--- src/rtl/lnrv_ifu_ibuf_pkg.sv ---
// Shared entry layout for the IFU instruction buffer: widths, field offsets
// and the pack helper used when a fetch packet enters the queue.
package lnrv_ifu_ibuf_pkg;

    localparam int LNRV_IBUF_ENTRY_W     = 66;
    localparam int LNRV_IBUF_PC_LSB      = 0;
    localparam int LNRV_IBUF_IR_LSB      = 32;
    localparam int LNRV_IBUF_MISALGN_BIT = 64;
    localparam int LNRV_IBUF_BUSERR_BIT  = 65;

    typedef logic [LNRV_IBUF_ENTRY_W-1:0] ibuf_entry_t;

    function automatic ibuf_entry_t ibuf_pack(input logic [31:0] pc,
                                              input logic [31:0] ir,
                                              input logic        misalgn,
                                              input logic        buserr);
        ibuf_entry_t e;
        e = '0;
        e[LNRV_IBUF_PC_LSB +: 32]      = pc;
        e[LNRV_IBUF_IR_LSB +: 32]      = ir;
        e[LNRV_IBUF_MISALGN_BIT]       = misalgn;
        e[LNRV_IBUF_BUSERR_BIT]        = buserr;
        return e;
    endfunction

endpackage

--- src/rtl/lnrv_gnrl_fifo.sv ---
// Generic width/depth synchronous FIFO with synchronous clear; the caller is
// responsible for never pushing when full or popping when empty.
module lnrv_gnrl_fifo #(
    parameter int  WIDTH = 8,
    parameter int  DEPTH = 2,
    localparam int PTR_W = $clog2(DEPTH)
) (
    input  logic             clk_i,
    input  logic             reset_i,
    input  logic             clr_i,
    input  logic             push_i,
    input  logic             pop_i,
    input  logic [WIDTH-1:0] wdata_i,
    output logic [WIDTH-1:0] rdata_o,
    output logic [PTR_W:0]   cnt_o,
    output logic             full_o,
    output logic             empty_o
);

    localparam logic [PTR_W:0]   CNT_ONE  = (PTR_W+1)'(1);
    localparam logic [PTR_W:0]   CNT_FULL = (PTR_W+1)'(DEPTH);
    localparam logic [PTR_W-1:0] PTR_ONE  = PTR_W'(1);

    logic [WIDTH-1:0] mem_q [DEPTH];
    logic [PTR_W-1:0] rd_ptr_q, rd_ptr_d;
    logic [PTR_W-1:0] wr_ptr_q, wr_ptr_d;
    logic [PTR_W:0]   cnt_q, cnt_d;

    // Pointers wrap naturally because DEPTH is a power of two.
    always_comb begin
        rd_ptr_d = rd_ptr_q;
        wr_ptr_d = wr_ptr_q;
        cnt_d    = cnt_q;
        if (clr_i) begin
            rd_ptr_d = '0;
            wr_ptr_d = '0;
            cnt_d    = '0;
        end else begin
            if (push_i) wr_ptr_d = wr_ptr_q + PTR_ONE;
            if (pop_i)  rd_ptr_d = rd_ptr_q + PTR_ONE;
            if (push_i && !pop_i)      cnt_d = cnt_q + CNT_ONE;
            else if (!push_i && pop_i) cnt_d = cnt_q - CNT_ONE;
        end
    end

    always_ff @(posedge clk_i or posedge reset_i) begin
        if (reset_i) begin
            rd_ptr_q <= '0;
            wr_ptr_q <= '0;
            cnt_q    <= '0;
        end else begin
            rd_ptr_q <= rd_ptr_d;
            wr_ptr_q <= wr_ptr_d;
            cnt_q    <= cnt_d;
        end
    end

    // Storage is cleared on reset so the read port never shows X.
    always_ff @(posedge clk_i or posedge reset_i) begin
        if (reset_i) begin
            for (int i = 0; i < DEPTH; i++) mem_q[i] <= '0;
        end else if (push_i && !clr_i) begin
            mem_q[wr_ptr_q] <= wdata_i;
        end
    end

    assign rdata_o = mem_q[rd_ptr_q];
    assign cnt_o   = cnt_q;
    assign full_o  = (cnt_q == CNT_FULL);
    assign empty_o = (cnt_q == '0);

endmodule

--- src/rtl/lnrv_ifu_ibuf.sv ---
// IFU instruction queue between fetch and decode. Define
// LNRV_IFU_IBUF_BYPASS_EN to forward fetch packets straight to decode when empty.
module lnrv_ifu_ibuf
    import lnrv_ifu_ibuf_pkg::*;
#(
    parameter int  DEPTH = 2,
    localparam int PTR_W = $clog2(DEPTH)
) (
    input  logic           clk_i,
    input  logic           reset_i,
    input  logic           flush_i,
    input  logic           ifu_ir_vld_i,
    output logic           ifu_ir_rdy_o,
    input  logic [31:0]    ifu_pc_i,
    input  logic [31:0]    ifu_ir_i,
    input  logic           ifu_misalgn_i,
    input  logic           ifu_buserr_i,
    output logic           dec_ir_vld_o,
    input  logic           dec_ir_rdy_i,
    output logic [31:0]    dec_pc_o,
    output logic [31:0]    dec_ir_o,
    output logic           dec_misalgn_o,
    output logic           dec_buserr_o,
    output logic [PTR_W:0] ibuf_cnt_o
);

    ibuf_entry_t fifo_wdata;
    ibuf_entry_t fifo_rdata;
    ibuf_entry_t dec_entry;
    logic        fifo_full;
    logic        fifo_empty;
    logic        fifo_push;
    logic        fifo_pop;
    logic        push;
    logic        pop;

    assign fifo_wdata = ibuf_pack(ifu_pc_i, ifu_ir_i, ifu_misalgn_i, ifu_buserr_i);

    // Ready comes only from registered occupancy, so decode stall never
    // reaches the fetch bus combinationally.
    assign ifu_ir_rdy_o = ~fifo_full & ~flush_i & ~reset_i;
    assign push         = ifu_ir_vld_i & ifu_ir_rdy_o;
    assign pop          = dec_ir_vld_o & dec_ir_rdy_i;

`ifdef LNRV_IFU_IBUF_BYPASS_EN
    logic bypass;

    // An empty queue hands the incoming packet straight to decode; it is
    // only stored if decode does not take it this cycle.
    assign bypass       = fifo_empty & ifu_ir_vld_i & ~flush_i & ~reset_i;
    assign dec_ir_vld_o = (~fifo_empty | bypass) & ~flush_i;
    assign dec_entry    = bypass ? fifo_wdata : fifo_rdata;
    assign fifo_push    = push & ~(bypass & dec_ir_rdy_i);
    assign fifo_pop     = pop & ~fifo_empty;
`else
    assign dec_ir_vld_o = ~fifo_empty & ~flush_i;
    assign dec_entry    = fifo_rdata;
    assign fifo_push    = push;
    assign fifo_pop     = pop;
`endif

    lnrv_gnrl_fifo #(
        .WIDTH (LNRV_IBUF_ENTRY_W),
        .DEPTH (DEPTH)
    ) u_fifo (
        .clk_i   (clk_i),
        .reset_i (reset_i),
        .clr_i   (flush_i),
        .push_i  (fifo_push),
        .pop_i   (fifo_pop),
        .wdata_i (fifo_wdata),
        .rdata_o (fifo_rdata),
        .cnt_o   (ibuf_cnt_o),
        .full_o  (fifo_full),
        .empty_o (fifo_empty)
    );

    assign dec_pc_o      = dec_entry[LNRV_IBUF_PC_LSB +: 32];
    assign dec_ir_o      = dec_entry[LNRV_IBUF_IR_LSB +: 32];
    assign dec_misalgn_o = dec_entry[LNRV_IBUF_MISALGN_BIT];
    assign dec_buserr_o  = dec_entry[LNRV_IBUF_BUSERR_BIT];

endmodule
--- config.mk ---
export PLATFORM = sky130hd
export DESIGN_NAME = lnrv_ifu_ibuf
export DESIGN_NICKNAME = d
export VERILOG_FILES = /design/src/rtl/lnrv_ifu_ibuf_pkg.sv /design/src/rtl/lnrv_gnrl_fifo.sv /design/src/rtl/lnrv_ifu_ibuf.sv
export SDC_FILE = /design/constraint.sdc
export NUM_CORES = 1
export LEC_CHECK = 0
export CAP_MARGIN = 15
export CORE_MARGIN = 8
export CORE_UTILIZATION = 34
export DETAILED_ROUTE_END_ITERATION = 8
export PLACE_DENSITY_LB_ADDON = 0.08
export SKIP_LAST_GASP = 1
export SLEW_MARGIN = 20
export SYNTH_ARGS = -nofsm -noshare
export SYNTH_HDL_FRONTEND = slang
export SYNTH_HIERARCHICAL = 1
export SYNTH_SLANG_ARGS = --single-unit
--- constraint.sdc ---
create_clock -name clk_i -period 5.7 [get_ports clk_i]
set_clock_uncertainty 0.1 [all_clocks]
set_input_delay 0.57 -clock clk_i [delete_from_list [all_inputs] [get_ports clk_i]]
set_output_delay 0.57 -clock clk_i [all_outputs]
set_load 0.02 [all_outputs]
==> metrics list, run 1 <==
- Antenna violations before repair: 0
* FF+latch count, synth: 136
- Among all flip-flop cells after synthesis, the most frequent one is dfrtp_1.
- Hold Crit Class: register to register
- The total overflow left after global routing is 0.
- CTS Hold Buffers Added: 0
- Number of sinks driven by the clock tree: 136
- DRC errors left: 0
- In this run the number of H-tree levels came out at 4.
* Sequential element share of the synthesized area: 57.51%
- Largest area contributor in the netlist: dfrtp_1
* Slew HR: 32.90%
- Core Footprint: 17180 sq um
- Measured along the x axis, the die boundary spans 147.9 um.
- Post-CTS repair changed the size of 0 cells.
- The final route contains 3556 vias.
- Maximum frequency from static timing analysis: 276.7 MHz
- Count of max-cap constraint violations: 0
* Setup repair after global routing missed its margin: no
* HP Start: u_fifo/mem_q[95]
- After layout, the minimum clock period comes to 3614 ps.
- Area share of the largest cell type after synthesis: 57.51%
- Count of buffers inserted at the top-level ports: 140
- Clock root buffer master: clkbuf_16
- Synthesis produced a netlist with a net count of 447.
- Adding up every negative setup slack in the final design gives 0 ps.
- The initial utilization of the core area, before any placement, comes to 34.46%.
- Wire length of the first global-routing pass: 22.38 mm
* Number of filler cells placed in the layout: 1506
- Summed over all cells, the static leakage comes to 3.571 nW.
- Number of cells traversed by the worst hold path: 1
- Total Die Area: 21880 sq um
- DRT Wirelength: 13.62 mm
- The pre-antenna-repair detailed-routing pass consisted of 4 iterations.
- The count of nets left with antenna violations once routing finished came out at 0.
- Number of standard-cell rows in the floorplan: 48
* Post-CTS setup repair buffer count: 0
- Maximum fanout along the worst path: 40
- Critical path startpoint category: register
- Synthesized area per cell: 15.74 sq um
- List of cells traversed by the critical path: buf_4 > mux2_2 > clkdlybuf4s50_1
- Share of synthesized registers carrying an async set or reset: 100.0%
- Cells fill 47.51% of the core in the end.
- GRT Resource Usage Total: 13.06%
* Die boundary height: 147.9 um
- Required time at the worst-slack endpoint: 5030 ps
- Yosys mapped a number of flops with a built-in enable equal to 0.
* Beginning of the worst register-to-register path: u_fifo/cnt_o[1]
* Crit Path Category: register to output pin
- For the pin with the worst max-slew slack, the measured transition is 1007 ps.
- Antenna diodes: 0
- Relative area change from synthesis to final layout: 37.89%
- Measured in cells, the most critical reg-to-reg path has a length of 5.
- Summed over all nets, the half-perimeter wirelength after detailed placement is 9.224 mm.
- Pwr/cell area: 407.5 nW/um^2
* Synthesized instance count: 376
- The worst hold path terminates at u_fifo/mem_q[95].
- Largest cells by area after synthesis: dfrtp_1, mux2_2, mux2_1, buf_2, buf_6
* Fraction of layout instances using a drive strength above 1: 36.09%
- At the end of routability-driven placement, the weighted congestion stood at 0.7110.
* Maximum clock path buffer count: 2
- The number of hold-slack violations in the final timing report came to 0.
- In this design, the stage delay of the slowest critical-path cell is 1030 ps.
- Outcome: finished clean
* Number of top-level pins: 141
- The worst setup path is captured at an output pin.
- Drt first-iter violations: 133
- The final count of pins violating max slew came to 0.
* Clock tree from TritonCTS: done
* Average detailed-routed wire length per instance: 18.00 um
- The slowest stage of the critical path belongs to the cell dfrtp_2.
- Final cycle utilization of the critical path: 63.40%
* Register-to-register setup slack: 3060 ps
- In this run, distinct cell masters in the synthesized netlist total 20.
- Total number of yosys warnings: 6
- Clock insertion delay at the later pin of the skew report: 410 ps
- Buffers inserted during clock tree synthesis total 17.
* Via count of the first global-routing pass: 4214
- Pin count of the biggest net entering global routing: 91
* Most common cell in the synthesized netlist: mux2_2
* Max rail drop VDD: 0.2079 mV
* Setup violation total in the final timing report: 0
* Most frequent cells after synthesis: mux2_2, dfrtp_1, mux2_1
- Cell area after synthesis: 5918 sq um
* Clock slew seen by the registers of the worst setup and hold paths: 50 ps
* Net total in the final layout: 591
- At the worst endpoint, the arrival time is 2940 ps.
- In the routed layout, each cell is associated on average with a via count of 4.697.
- End of the worst register-to-register path: u_fifo/mem_q[30]
[registers in the layout, indices dropped and copies added, names as in the netlist]
name	cells
u_fifo/cnt_o	2
u_fifo/rd_ptr_q	1
u_fifo/wr_ptr_q	1
u_fifo/mem_q	132
[cell usage in the layout, fill, tap and decap left out]
cell type | Yosys | routed
mux2_2 | 151 | 151
xnor2_1 | 3 | 3
dfrtp_1 | 136 | 135
and3b_1 | 1 | 1
o21ai_0 | 1 | 1
nor3b_1 | 3 | 3
buf_4 | 5 | 6
nor3b_4 | 0 | 1
inv_6 | 0 | 1
bufinv_16 | 0 | 5
dfrtp_2 | 0 | 1
nor2_1 | 5 | 5
clkdlybuf4s50_1 | 0 | 140
clkinvlp_4 | 0 | 2
clkinv_2 | 0 | 4
nor3_1 | 2 | 2
nor2b_1 | 1 | 1
clkbuf_8 | 0 | 1
clkinv_4 | 0 | 2
mux2_1 | 47 | 47
nor4b_2 | 1 | 1
nand3b_1 | 1 | 1
clkbuf_16 | 0 | 17
xor2_1 | 1 | 1
[through the flow]
| stage | setup WS [ps] | cell area, sq um | instances | power [mW] | hold WS [ps] |
|---|---|---|---|---|---|
| after floorplan | 1391 | 5918 | 376 | 1.759 | 354.1 |
| after detailed placement | 2269 | 7518 | 726 | 2.179 | 370.8 |
| after global placement | 2377 | 7518 | 726 | 2.154 | 362.6 |
| final | 2086 | 8160 | 757 | 3.325 | 379.9 |
| after CTS | 2000 | 8160 | 757 | 3.385 | 383.4 |
| after global routing | 1882 | 8160 | 757 | 3.494 | 391.2 |
[worst max-delay path: cells and delay by family (launching register included)]
family	cells	cell delay (ps)
flip-flops	1	1030
multiplexers	1	390
buffers and inverters	2	1100
[metal layers]
layer | up-vias | track usage, % | part of all wire [%]
met5 | - | 0 | 0
met4 | 0 | 5.048 | 1.2
met3 | 15 | 4.677 | 5.9
met2 | 91 | 21.56 | 49
met1 | 1815 | 15.27 | 44
li1 | 1635 | - | -
[worst max path at each step]
stage                  endpoint       startpoint  cells after the start  slack, ps
2_1_floorplan   u_fifo/cnt_o[0]          reset_i                      1       1390
3_3_place_gp   u_fifo/mem_q[30]          flush_i                      5       2380
3_5_place_dp   u_fifo/mem_q[39]          flush_i                      5       2270
4_1_cts            dec_pc_o[27]  u_fifo/rd_ptr_q                      3       2000
5_1_grt            dec_pc_o[27]  u_fifo/rd_ptr_q                      3       1880
6_report           dec_pc_o[27]  u_fifo/rd_ptr_q                      3       2090
[report_power, final]
part | switching (mW) | total, mW | internal (mW)
clock | 0.397 | 1.18 | 0.782
sequential | 0.0958 | 1.26 | 1.16
combinational | 0.383 | 0.887 | 0.504
total | 0.876 | 3.33 | 2.45
[final cells by class]
class | count | area [sq um] | area share (%)
flip-flops and latches | 136 | 3405 | 41.72
multi-input cells | 218 | 2377 | 29.13
repair buffers | 146 | 1446 | 17.72
clock buffers | 18 | 439.2 | 5.382
well taps | 225 | 281.5 | 3.450
clock inverters | 13 | 202.7 | 2.484
inverters | 1 | 8.758 | 0.1073
[kinds of logic after synthesis]
group                  count (synthesis)  share of synthesized area, %
multiplexers                         198                         37.67
XOR/XNOR                               4                        0.5921
buffers and inverters                 22                         2.431
AND/OR/NAND/NOR                       15                         1.713
AO/OA/AOI/OAI                          1                       0.08449
flip-flops                           136                         57.51
Power figures use the tool's default switching activity.
==> run 2: changes to the inputs <==
Clock period 5.7 ns to 2.9 ns, I/O delays scaled along.
==> metrics list, run 2 (synthesis results as in run 1) <==
* Actual slew at the worst max-slew pin: 715.9 ps
- After routing, the total negative slack on setup checks comes to 0 ps.
- The congestion estimate from routability-driven global placement came to 0.7021.
* ANT nets after route: 0
- After clock tree synthesis, the clock-pin slew on the worst setup and hold paths is 60 ps.
- The area growth from synthesis to layout is 38.54%.
* Total Die Area: 21880 sq um
* Number of sinks driven by the clock tree: 136
- Aggregate global routing overflow: 0
- Number of standard-cell rows in the floorplan: 48
- The worst setup path is launched from a register.
- STA classifies the critical path endpoint as an output pin.
* Outcome: finished clean
- DRT Wirelength: 13.70 mm
* Final Hold Fails: 0
* Most common library cell in the layout ignoring fill and taps: mux2_2
* Maximum fanout along the worst path: 29
- Post-CTS setup repair buffer count: 0
- Pwr/cell area: 780.8 nW/um^2
- From left edge to right edge, the die measures 147.9 um.
- 0 antenna diodes ended up in the layout.
- Net total in the final layout: 594
- The multi-input combinational cells in the finished layout cover a total of 2377 sq um.
- In this run, CTS created clock tree buffers numbering 17.
- The analysis attributes to cell leakage a power of 3.567 nW.
- Count of buffers inserted at the top-level ports: 140
- The tree is rooted in a clkbuf_16.
- Setup violation total in the final timing report: 0
- Routed vias/inst: 4.697
- Timing would allow up to 393.6 MHz.
- Detail Placement HPWL: 9.065 mm
- Dominant delay contributor by cell family on the critical path: buffers and inverters
- The critical path goes through buf_4 > mux2_2 > clkdlybuf4s50_1.
- Core Footprint: 17180 sq um
* Most flop-heavy register: u_fifo/mem_q
* Flip-flop count of the largest register, all copies and words added: 132
- Max rail drop VDD: 0.4162 mV
- The later pin in the worst-skew pair is clocked with a latency of 410 ps.
* Arrival time at the worst endpoint: 2150 ps
* Count of vias placed by the detailed router: 3570
- After layout, the worst path uses 87.62% of the clock period.
* Top library cells by usage in the layout, fill and taps aside: mux2_2, clkdlybuf4s50_1, dfrtp_1
- Average detailed-routed wire length per instance: 18.02 um
- Setup repair after global routing left no endpoint under its margin.
- After detailed placement, the design holds a cell count of 729.
* Slowest CP cell: clkdlybuf4s50_1
* Critical path's largest stage delay: 550 ps
- Headroom to the max-slew limit came out at 52.27%.
* Maximum clock path buffer count: 2
- Total area of sequential cells: 3405 sq um
- Clock tree from TritonCTS: done
* Max H-tree Level: 4
* Count of max-cap constraint violations: 0
* Number of top-level pins: 141
* Required time at the worst-slack endpoint: 2510 ps
- The first global-routing pass estimated 22.63 mm of wire.
- Antenna violations before repair: 1
- Number of filler cells placed in the layout: 1541
- The die is 147.9 um tall.
- The path class of the tightest hold or removal check is register to register.
- CTS Hold Buffers Added: 0
- # resized after CTS: 0
* Non-filler instance count after layout: 760
- Pin count of the biggest net entering global routing: 137
* Drt first-iter violations: 146
* Post-layout util: 47.73%
- Number of pins with negative max-slew slack in the final report: 0
- The post-route netlist has 36.45% of its cells at a drive strength greater than 1.
* First-pass DRT Iterations: 4
* Initial cell density of the core: 34.46%
- The setup path with the least slack is of type register to output pin.
- GRT Resource Usage Total: 13.29%
* Overall power: 6.401 mW
* Register-to-register setup slack: 790 ps
- Together, buffers and inverters on the worst path number 2.
- After layout, the minimum clock period comes to 2541 ps.
* Hold slack: 379.8 ps
* Via count of the first global-routing pass: 4198
* DRC errors left: 0
[run 2: changes by cell type in the layout (fill, tap and decap cells not counted)]
cell	before	now
clkinvlp_4	2	6
clkinv_4	2	1
clkbuf_8	1	5
buf_12	0	4
clkinv_2	4	0
bufinv_16	5	2
buf_4	6	5
[run 2: final cells by class]
cell class	instances	share of cell area [%]
Clock inverter	9	1.404
Multi-Input combinational cell	218	28.99
Inverter	1	0.09156
Clock buffer	22	6.028
Timing Repair Buffer	149	18.53
Sequential cell	136	41.52
Tap cell	225	3.434
[run 2: layer usage]
layer | wire length [um] | track usage, % | up-vias
met1 | 6148 | 16.21 | 1818
met4 | 162 | 4.895 | 2
met5 | 9 | 0 | -
met3 | 854 | 4.800 | 15
li1 | - | - | 1639
met2 | 6520 | 21.19 | 96
[run 2: where the power goes]
group          internal, mW  switching [mW]
clock network          1.38           0.795
logic                  1.00           0.766
registers              2.28           0.176
total                  4.66            1.74
[run 2: path summary, 6_finish.rpt]
check                      cells past startpoint               from                end
max in group asynchronous                      3            reset_i    u_fifo/rd_ptr_q
hold / removal                                 1  u_fifo/mem_q[101]  u_fifo/mem_q[101]
min in group asynchronous                      3            reset_i  u_fifo/mem_q[117]
setup / recovery                               3    u_fifo/rd_ptr_q       dec_pc_o[13]
hold reg to reg                                1  u_fifo/mem_q[101]  u_fifo/mem_q[101]
setup reg to reg                               6    u_fifo/cnt_o[0]   u_fifo/mem_q[29]
[run 2: stage by stage]
stage	setup WS [ps]	instance area, sq um
after floorplan	657.5	5922
after global placement	567.8	7590
after detailed placement	518.4	7590
after CTS	298.1	8199
after global routing	250.6	8199
final	359.1	8199
